`src/rtl/counter_checker_sat_counter.sv`:
```
// Event counter that either saturates at all-ones or rolls over, selected by saturate.
module sat_counter #(
  parameter int DATA_W = 8
) (
  input  logic              clk,
  input  logic              rst_n,
  input  logic              clr,
  input  logic              inc,
  input  logic              saturate,
  output logic [DATA_W-1:0] count
);

  function automatic logic [DATA_W-1:0] next_count(input logic [DATA_W-1:0] cur,
                                                   input logic              sat);
    if (sat && (cur == '1)) return cur;
    return cur + 1'b1;
  endfunction

  always_ff @(posedge clk or negedge rst_n) begin
    if (!rst_n) begin
      count <= '0;
    end else if (clr) begin
      count <= '0;
    end else if (inc) begin
      count <= next_count(count, saturate);
    end
  end

endmodule

```
`config.mk`:
```
export PLATFORM = sky130hd
export DESIGN_NAME = sat_counter
export DESIGN_NICKNAME = d
export VERILOG_FILES = /design/src/rtl/counter_checker_sat_counter.sv
export SDC_FILE = /design/constraint.sdc
export NUM_CORES = 1
export LEC_CHECK = 0
export CAP_MARGIN = 0
export CORE_AREA = 2 2 39 41
export DETAILED_ROUTE_END_ITERATION = 6
export DIE_AREA = 0 0 41 43
export MAX_ROUTING_LAYER = met4
export PLACE_DENSITY = 0.73
export SETUP_SLACK_MARGIN = 0.05
export SLEW_MARGIN = 0
export SYNTH_ARGS = -nofsm -noshare
export SYNTH_HDL_FRONTEND = slang
export SYNTH_SLANG_ARGS = --single-unit
```
`constraint.sdc`:
```
create_clock -name clk -period 1.59 [get_ports clk]
set_clock_uncertainty 0.1 [all_clocks]
set_input_delay 0.318 -clock clk [delete_from_list [all_inputs] [get_ports clk]]
set_output_delay 0.318 -clock clk [all_outputs]
set_load 0.05 [all_outputs]
```
[Word-level counts from Yosys, hierarchy flattened]
Cells that the tools add are included.
Widths: inputs -> output; s select.
Storage, ports and cells
  register bits after elaboration: 8
  output and inout port bits: 8
Cells by class
  add/sub/neg operators: 1
  reductions and logical operators: 3
  eq/ne operators: 2
  muxes and demuxes: 6
Operators with widths (count)
  $mux 8: 3
  $add 8x1->8 const B: 1
  $eq 8x8->1 const B: 1
  $mux 1: 3
  $ne 3x3->1 const B: 1
  $reduce_and 2->1: 1
  $reduce_bool 2->1: 1
  $logic_and 1x1->1: 1

[Longest topological paths before layout]
  word-level depth: 8
  depth in mapped cells: 4
  depth with buffers taken out: 4

[Worst setup path after synthesis]
OpenSTA, ideal clock, no wires.
  kind: register -> register
  from: register count[0]
  to: register count[0]
  arrival: 1.617 ns
  stages on the path, launching flop included: 5
  required time: 1.365 ns
  setup slack: -0.252 ns
  library setup time: 0.125 ns
  cells stage by stage: dfrtp_1 ha_1 and4_2 a21boi_4 mux2_4
On the way
  cells in the longest elaborated chain, start to end: 7
Ends and longest elaborated chain
  start, declared: line 10  | output logic [DATA_W-1:0] count
  start signal, assigned: line 25  | count <= next_count(count, saturate);
  $eq 8x8->1: line 15  | if (sat && (cur == '1)) return cur;
  $logic_and 1x1->1: line 15
  $mux 1: line 15
  $mux 1: line 24  | end else if (inc) begin
  $mux 1: line 22  | end else if (clr) begin
  $ne 3x3->1 (no source line)
  $reduce_and 2->1 (no source line)
Parallel ways exist; a longest one is shown, timed or not. The select of a mux whose other input is x is not followed.
A chain may end at the register's enable or synchronous reset.

[Worst setup path after layout]
  from: register count[1]
  to: register count[0]
On the way
  cells in the longest elaborated chain, start to end: 7
Ends and longest elaborated chain (line)
  $eq 8x8->1 (*): 15
  $logic_and 1x1->1 (*): 15
  $mux 1: 15
  $mux 1: 24
  $mux 1: 22
  $ne 3x3->1 (no source line) (*)
  $reduce_and 2->1 (no source line) (*)
Mark *: on every way between the ends. The rest lies on a longest branch, timed or not. The select of a mux whose other input is x is not followed.

==> impl_summary.log <==
INFO  metric fillerInstances = 117
INFO  metric antenna_cells_inserted = 0
INFO  metric floorplan.initialDensity = 35.5%
INFO  metric post_synth_most_frequent_cells = sky130_fd_sc_hd__dfrtp_1, sky130_fd_sc_hd__nor3_1
INFO  metric hpwlAfterDp = 996 µm
INFO  metric status = finished, final reports clean
INFO  metric numPortBuffers = 12
INFO  metric reg2reg_setup_slack = 0.1 ns
INFO  metric design.portCount = 13
INFO  metric cts_hold_buf = 0
INFO  metric finalWirelength = 1.29 mm
INFO  metric synth.top_cell.area_share = 40.7%
INFO  metric synth_most_common_cell = sky130_fd_sc_hd__dfrtp_1
INFO  metric antenna_found_initial = 0
INFO  metric antenna_left = 0
INFO  metric vias = 494
INFO  metric firstDrtPassIters = 4
INFO  metric setup.worst_path.end_class = register
INFO  metric clock-sinks = 8
INFO  metric min_period_over_period = 93.8%
INFO  metric track_usage = 18.5%
INFO  metric peak_supply_drop = 0.258 mV
INFO  metric drt-initial-drc-count = 18
INFO  metric grt_overflow = 0
INFO  metric powerDensity = 579 nW/µm²
INFO  metric ctsLongestPathBuffers = 2
INFO  metric synth_area_leader_cell = sky130_fd_sc_hd__dfrtp_1
INFO  metric cts_tree = built
INFO  metric synthArstFlopShare = 100%
INFO  metric floorplan.core_area = 1380 µm²
INFO  metric worstPathMaxFanout = 5
INFO  metric power_report.internal_total = 0.000351 W
INFO  metric min_period = 1.49 ns
INFO  metric required = 1.63 ns
INFO  metric pre_cts_slack = -0.132 ns
INFO  metric drt_drc_violations_left = 0
INFO  metric wire_per_inst = 15.0 µm
INFO  metric worst_r2r_startpoint = count[1]
INFO  metric synth-seq-cells = 8
INFO  metric clk_pin_slew = 0.06 ns
INFO  metric worstReg2RegEnd = count[0]
INFO  metric worstRegToRegCells = 4
INFO  metric crit_end = count[0]
INFO  metric place_congestion = 0.804
INFO  metric fraction_of_the_yosys_area_taken_by_sequential_cells = 40.7%
INFO  metric slew-limit-headroom = 73.9%
INFO  metric rows = 14
INFO  metric max_flop_register = count
INFO  metric largest_register_ffs = 8
INFO  metric finish.net_count = 78
INFO  metric synth.avg_cell_area = 10.7 µm²
INFO  metric combPwrFrac = 22.0%
INFO  metric unrepaired_setup_endpoints_after_global_routing = no
INFO  metric clockRootBuffer = sky130_fd_sc_hd__clkbuf_4
INFO  metric switching_share = 27.1%
INFO  metric synthesis.yosys.warnings = 0
INFO  metric avgViaCountPerCell = 5.74
INFO  metric h-tree-depth = 1
INFO  metric netlist-cell-type-count = 29
INFO  metric power.switching = 0.000130 W
INFO  metric timing.final.max_slew_violations = 0
INFO  metric netlist_area_pre_place = 492 µm²
INFO  metric grt_first_pass_wirelength = 2.13 mm
INFO  metric die_w = 41 µm
INFO  metric drive_gt1_share = 52.9%
INFO  metric sequential_share_of_power = 44.5%
INFO  metric startpoint_type = register
INFO  metric synthTopCellsByArea = sky130_fd_sc_hd__dfrtp_1, sky130_fd_sc_hd__mux2_4, sky130_fd_sc_hd__a21boi_4
INFO  metric maximum_number_of_pins_on_one_net_before_global_route_repair = 11
INFO  metric synth-edff-count = 0
INFO  metric placed_cell_area = 803 µm²
INFO  metric final-hold-violation-count = 0
INFO  metric path_class = reg -> reg
INFO  metric min_path_type = in -> async
INFO  metric layout_top_registers = count x8
INFO  metric cts_inserted_buffers = 3
INFO  metric final_area = 832 µm²
INFO  metric worst_ep_arrival_time = 1.53 ns
INFO  metric areaGrowthSynthToFinish = 69.2%
INFO  metric first_global_vias = 481
INFO  metric finalSetupViolCount = 0
INFO  metric share_clk_of_total_power = 33.5%
INFO  metric synthesis.nets = 52
INFO  metric power.leakage = 0.341 nW
INFO  metric floorplan.die_area = 1760 µm²
INFO  metric fmax = 671 MHz
INFO  metric cp-startpoint = count[1]
INFO  metric tightest_slew = 0.390 ns
INFO  metric die_span_y = 43 µm
INFO  metric dominantRegCellSynth = sky130_fd_sc_hd__dfrtp_1
INFO  metric postLayoutSetupSlackWorst = 0.0993 ns
INFO  metric maxCapViolCount = 0
INFO  metric clk-insertion-delay-late = 0.26 ns
INFO  metric post_synth_inst_count = 46
## area by class of cell
cell class	count	area [µm²]	area share (%)
multi-input combinational	36	297	35.6
timing repair buffer	23	283	34.0
sequential	8	210	25.3
clock buffer	3	22.5	2.71
tap	16	20.0	2.41
## power by group through the flow
stage,Clock [W],Combinational (W),Sequential [W]
2_1_floorplan,0,0.0000225,0.000239
3_3_place_gp,0,0.000103,0.000218
3_5_place_dp,0,0.000107,0.000218
4_1_cts,0.000160,0.000107,0.000214
5_1_grt,0.000175,0.000115,0.000215
6_report,0.000162,0.000106,0.000214
## critical path, stage by stage, from the launching register on
cell	delay [ns]
sky130_fd_sc_hd__dfrtp_2	0.42
sky130_fd_sc_hd__ha_4	0.18
sky130_fd_sc_hd__and4_4	0.18
sky130_fd_sc_hd__a21boi_4	0.18
sky130_fd_sc_hd__mux2_4	0.31
## per-stage QoR
step                      total power (W)  instances  hold WS, ns  TNS (ns)  util (%)
after floorplan                  0.000261         46      -0.0776   -0.0114         -
after global placement           0.000321         83        0.522    -0.430      58.0
after detailed placement         0.000325         83        0.528    -0.625      58.0
after CTS                        0.000481         86        0.265         0      59.7
after global routing             0.000505         86        0.279         0      60.1
final                            0.000482         86        0.247         0      60.1
## cells by family after synthesis
group | Yosys count | synth area share (%)
adders and majority gates | 1 | 2.54
buffers and inverters | 2 | 3.05
and+or+nand+nor | 21 | 27.2
muxes | 3 | 8.14
AOI/OAI and AO/OA | 11 | 18.3
DFF | 8 | 40.7
## timing repair
action,in CTS,in global routing
setup endpoints to repair,0,2
resized for setup,0,1
buffers inserted,0,0
endpoints found under the hold margin,0,0
## placed cells by master, fill, tap and decap left out, drive strengths merged
master         synthesis  routed
a41oi                  2       2
nand4                  1       1
a21boi                 2       2
dfrtp                  8       8
nand2                  2       2
and3                   1       1
o21ai                  1       1
nand3                  1       1
a21oi                  3       3
nor3                   3       3
or2b                   1       1
nor2b                  2       2
a311oi                 1       1
clkbuf                 1       3
nor4bb                 1       1
mux2                   2       2
ha                     1       1
and4                   3       3
buf                    1      19
a211oi                 1       1
mux2i                  1       1
clkdlybuf4s50          0       4
a31oi                  1       1
nand2b                 2       2
or3                    1       1
and4b                  1       1
nor2                   2       2
## per-layer routing
| metal | global-route usage (%) | vias up | part of all wire (%) |
|---|---|---|---|
| met5 | - | - | 0 |
| met4 | 8.00 | 0 | 2.0 |
| met3 | 4.71 | 4 | 4.0 |
| met2 | 29.1 | 18 | 54 |
| met1 | 21.3 | 245 | 40 |
| li1 | - | 227 | - |
## how the worst min path moves through the flow
stage,from,endpoint,slack [ns]
floorplan,rst_n,count[0],-0.08
global placement,count[6],count[6],0.52
detailed placement,rst_n,count[4],0.53
CTS,rst_n,count[2],0.26
global route,rst_n,count[4],0.28
finish,rst_n,count[3],0.25
Note: power is estimated with default switching activity, not from simulation.
==> edit 1 (same settings) <==
Change the parameter `DATA_W` from 8 to 6.
--- a/src/rtl/counter_checker_sat_counter.sv
+++ b/src/rtl/counter_checker_sat_counter.sv
@@ -1,6 +1,6 @@
 // Event counter that either saturates at all-ones or rolls over, selected by saturate.
 module sat_counter #(
-  parameter int DATA_W = 8
+  parameter int DATA_W = 6
 ) (
   input  logic              clk,
   input  logic              rst_n,
Ports: changed (resized count); port bits go from 13 to 11. The function was not compared with the original's and may differ.
==> edit 1 against the original RTL <==
- global-route usage is 5.1 points lower
- sequential cell count is 2 lower
- power is 5.8% higher
- setup slack better by 52 ps
- clock power is 6% lower
- cell count is 21% lower
- synthesized area is 23% lower
- wire length is 27% lower
- cell area is 28% lower
- largest power group unchanged
- count of clock-buffer cells in the layout is 1 higher
==> edit 1: results (changes against the original RTL) <==
| Metric | Value |
|---|---|
| Largest net degree at the start of global routing | 9 (-2) |
| Outcome | complete, no violations |
| Reg2Reg Setup Slack | 150 ps (+50 ps) |
| Measured slew at the worst slew-check pin | 317.0 ps (-72.63 ps) |
| Port bufs | 10 (-2) |
| Tightest Hold Check Type | in -> async |
| Post-Route M1 WL | 407 um (-21%) |
| Most used DFF post-synth | dfrtp_1 |
| Routability cong. | 0.9029 (+12%) |
| Filler instances | 134 (+15%) |
| Drt wl/cell | 13.74 um (-8.3%) |
| Worst slack, placed | -21.64 ps (+110.6 ps) |
| Vias in the first global route | 303 (-37%) |
| Placed Area | 574.3 sq um (-29%) |
| Clock buffer count from CTS | 3 (unchanged) |
| Nets@finish | 59 (-24%) |
| Final Critical Period | 1439 ps (-51.91 ps) |
| Placed cells | 64 (-23%) |
| Fin Hold WS | 204.2 ps (-42.70 ps) |
| Cell variety after synth | 21 (-28%) |
| Syn Area/Cell | 10.57 sq um (-1.2%) |
| Detailed Place HPWL | 692 um (-31%) |
| First-pass GRT wire length | 1442 um (-32%) |
| Layout cells sized above 1 | 40.38% (-12 points) |
| Vias | 354 (-28%) |
| Pleak | 0.2494 nW (-27%) |
| Post-synth top cells | 6 x dfrtp_1, 3 x a31oi_1, 3 x and4_4 |
| Cell family with most CP delay | simple AND/OR/NAND/NOR gates |
| Non-filler cells, final | 68 (-21%) |
| CP max FO | 6 (+1) |
| Slowest stage delay, CP | 460 ps (+40 ps) |
| Top Registers | count x6 |
| Met2 wire len | 428 um (-39%) |
| Syn_nets | 42 (-19%) |
| Register area share after synthesis | 39.47% (-1.2 points) |
-- edit 1: metal layers --
metal  track usage, %  vias up
li1                 -      178
met1            19.47      156
met2            15.31       18
met3            7.853        2
met4            4.000        0
met5                -        -
-- edit 1: final timing paths --
| kind | to | from | depth (start not counted) |
|---|---|---|---|
| worst max-delay path | count[4] | count[0] | 4 |
| worst max register to register | count[4] | count[0] | 4 |
| max in group asynchronous | count[0] | rst_n | 1 |
| min in group clk | count[1] | count[1] | 2 |
| worst min-delay path | count[3] | rst_n | 1 |
| worst min register to register | count[1] | count[1] | 2 |
-- edit 1: final cells by class --
class	instances	area share, %
clock buffers	4	4.375
inverters	1	0.6250
multi-input cells	28	35.83
flip-flops and latches	6	25.42
well taps	16	3.333
repair buffers	13	30.42
-- edit 1: cell families after synthesis --
| group | Yosys count | synth area share, % |
|---|---|---|
| buf+inv | 2 | 3.946 |
| fa+ha+maj | 1 | 3.289 |
| flops | 6 | 39.47 |
| compound gates | 11 | 21.71 |
| simple gates | 16 | 31.57 |
-- edit 1: power by group --
group / internal (mW) / total [mW] / leakage [nW] / switching [mW]
logic: 0.0825 / 0.163 / 0.156 / 0.0803
registers: 0.168 / 0.194 / 0.0785 / 0.0257
clock network: 0.0952 / 0.153 / 0.0150 / 0.0582
-- edit 1: worst reg2reg max path: cells and delay by family (launching register included) --
family / cells / cell delay (ps)
flip-flops: 1 / 460
adder cells (fa/ha/maj): 1 / 250
AND/OR/NAND/NOR: 3 / 530
==> edit 2 (config.mk and constraints unchanged) <==
Without the edit above. Make the reset (`rst_n`) synchronous in one clocked block.
--- a/src/rtl/counter_checker_sat_counter.sv
+++ b/src/rtl/counter_checker_sat_counter.sv
@@ -16,7 +16,7 @@
     return cur + 1'b1;
   endfunction
 
-  always_ff @(posedge clk or negedge rst_n) begin
+  always_ff @(posedge clk) begin
     if (!rst_n) begin
       count <= '0;
     end else if (clr) begin
Formal check against the unedited RTL: differs if rst_n is asserted again (counterexample within 4 cycles, from zero or initial values and one cycle with rst_n low); with rst_n held inactive, the same outputs for 10 cycles.
==> edit 2 against the original RTL <==
- cell area down 14%
- wire length down 16%
- die area stayed put
- synthesized area shrank 14%
- setup slack worse by 9.1 ps
- hold slack better by 160 ps
- global-route usage down 4.2 points
- sequential cell count stayed put
Power is not compared: it rests on default switching activity, and its combinational part moved more than twofold at a synthesized area within 25%.
==> edit 2: results (changes against the original RTL) <==
| Metric | Value |
|---|---|
| Worst slack, placed | -36.43 ps (+95.85 ps) |
| Antenna diode count | 0 (unchanged) |
| Cts hold-fix bufs | 0 (unchanged) |
| Total wire length | 1085 um (-16%) |
| Synth area leaders | dfxtp_1 38%, and4_2 4.7%, mux2i_1 4.7% |
| Longest Clk Path Bufs | 2 (unchanged) |
| Total setup buffers inserted after CTS | 0 (unchanged) |
| Tightest Hold Check Type | reg -> reg |
| Vias | 441 (-11%) |
| DR iter-0 viols | 7 (-11) |
| Placed Area | 683.2 sq um (-15%) |
| Slowest CP cell | dfxtp_2 |
| Measured slew at the worst slew-check pin | 316.8 ps (-72.85 ps) |
| CTS Root Cell | clkbuf_4 |
| Initial antenna violation count | 0 (unchanged) |
| Routability cong. | 0.7490 (-6.8%) |
| R2R cell count | 4 (unchanged) |
| M1 GR Usage | 17.15% (-4.2 points) |
| Critical Path AT | 1540 ps |
| Pleak | 0.2566 nW |
| Cell family with most CP delay | flip-flops |
| Max IR drop VDD | 0.0002505 V |
| Layout cells sized above 1 | 41.54% (-11 points) |
| Post-synth top cells | 8 x dfxtp_1, 4 x nand2_1 |
| Vias in the first global route | 407 (-15%) |
| Clock buffer count from CTS | 3 (unchanged) |
| Clock transition at path regs | 60 ps (about the same) |
| Final Cycle Share | 94.33% (+0.57 points) |
| Gr usage total | 14.33% (-4.2 points) |
| Capture point of the critical path | count[6] |
| CP max FO | 6 (+1) |
| Cell variety after synth | 24 (-17%) |
| H-tree levels | 1 (unchanged) |
| Nets@finish | 73 (-6.4%) |
| Reg2Reg Setup Slack | 90 ps |
| Crit Path Category | reg -> reg |
| Syn_nets | 51 (-1.9%) |
| Yosys warns | 0 (unchanged) |
| Outcome | complete, no violations |
| Largest net degree at the start of global routing | 8 (-3) |
| Detailed Place HPWL | 794.4 um (-20%) |
| TritonRoute pass-1 iters | 6 (+2) |
| Top Registers | count x8 |
| Critical Path Start | count[0] |
| Met3 Usage GRT | 6.283% (+1.6 points) |
| Port bufs | 12 (unchanged) |
| First-pass GRT wire length | 1656 um (-22%) |
| GR Util met2 | 20.31% (-8.8 points) |
| Post-synth ARST share | 0% (-100 points) |
| Clock Latency Late Sink | 260 ps (about the same) |
| Register area share after synthesis | 37.98% (-2.7 points) |
| Slowest stage delay, CP | 400 ps (-20 ps) |
[edit 2: cell types whose count changed after synthesis, sizes merged, moves of 2 or more]
cell   before  now
dfrtp       8    0
nand3       1    3
dfxtp       0    8
a41oi       2    0
o21ai       1    3
a31oi       1    3
mux2        2    0
nand2       2    4
nor2        2    0
[edit 2: logic make-up after synthesis]
logic type | after synthesis | synth area share, %
adders and majority gates | 1 | 2.967
buffers and inverters | 1 | 0.8894
muxes | 2 | 4.748
AOI/OAI and AO/OA | 13 | 21.07
and+or+nand+nor | 20 | 32.34
DFF | 8 | 37.98
[edit 2: layout make-up]
cell class,count,area [sq um]
inverter,1,3.754
fill,125,671.9
clock buffer,3,22.52
timing repair buffer,17,237.7
sequential,8,163.9
tap,16,20.02
multi-input combinational,36,264.0
[edit 2: worst min path at each step]
stage              from       end  slack [ps]  cells after the start
6_report       count[1]  count[1]         410                      2
5_1_grt        count[1]  count[1]         440                      2
4_1_cts        count[1]  count[1]         410                      2
3_5_place_dp   count[1]  count[1]         400                      2
3_3_place_gp   count[1]  count[1]         390                      2
2_1_floorplan       inc  count[2]         410                      2
[edit 2: per-layer routing]
layer	part of all wire [%]	routed length, um	vias to the layer above
met3	6.8	74	0
met5	0	0	-
met2	50	542	15
met1	43	469	206
met4	0	0	0
li1	-	-	220
[edit 2: repair_timing]
action | CTS | global route
hold endpoints to repair | 0 | 0
setup endpoints to repair | 0 | 1
gates resized for setup | 0 | 2
[edit 2: worst min-delay path, cell delays in order (launching register included)]
cell and delay [ps]:
dfxtp_2 350, nand2_1 60, mux2i_1 50
[edit 2: power breakdown]
part / switching, mW / total (mW) / leakage [nW] / internal (mW)
clock: 0.0746 / 0.161 / 0.0138 / 0.0867
sequential: 0.00373 / 0.206 / 0.0660 / 0.203
combinational: 0.0179 / 0.0420 / 0.177 / 0.0241
total: 0.0962 / 0.410 / 0.257 / 0.314
[edit 2: stage by stage]
step	instances	power [mW]
global route	81	0.4267
CTS	81	0.4171
detailed placement	78	0.2522
finish	81	0.4098
floorplan	45	0.2259
global placement	78	0.2511
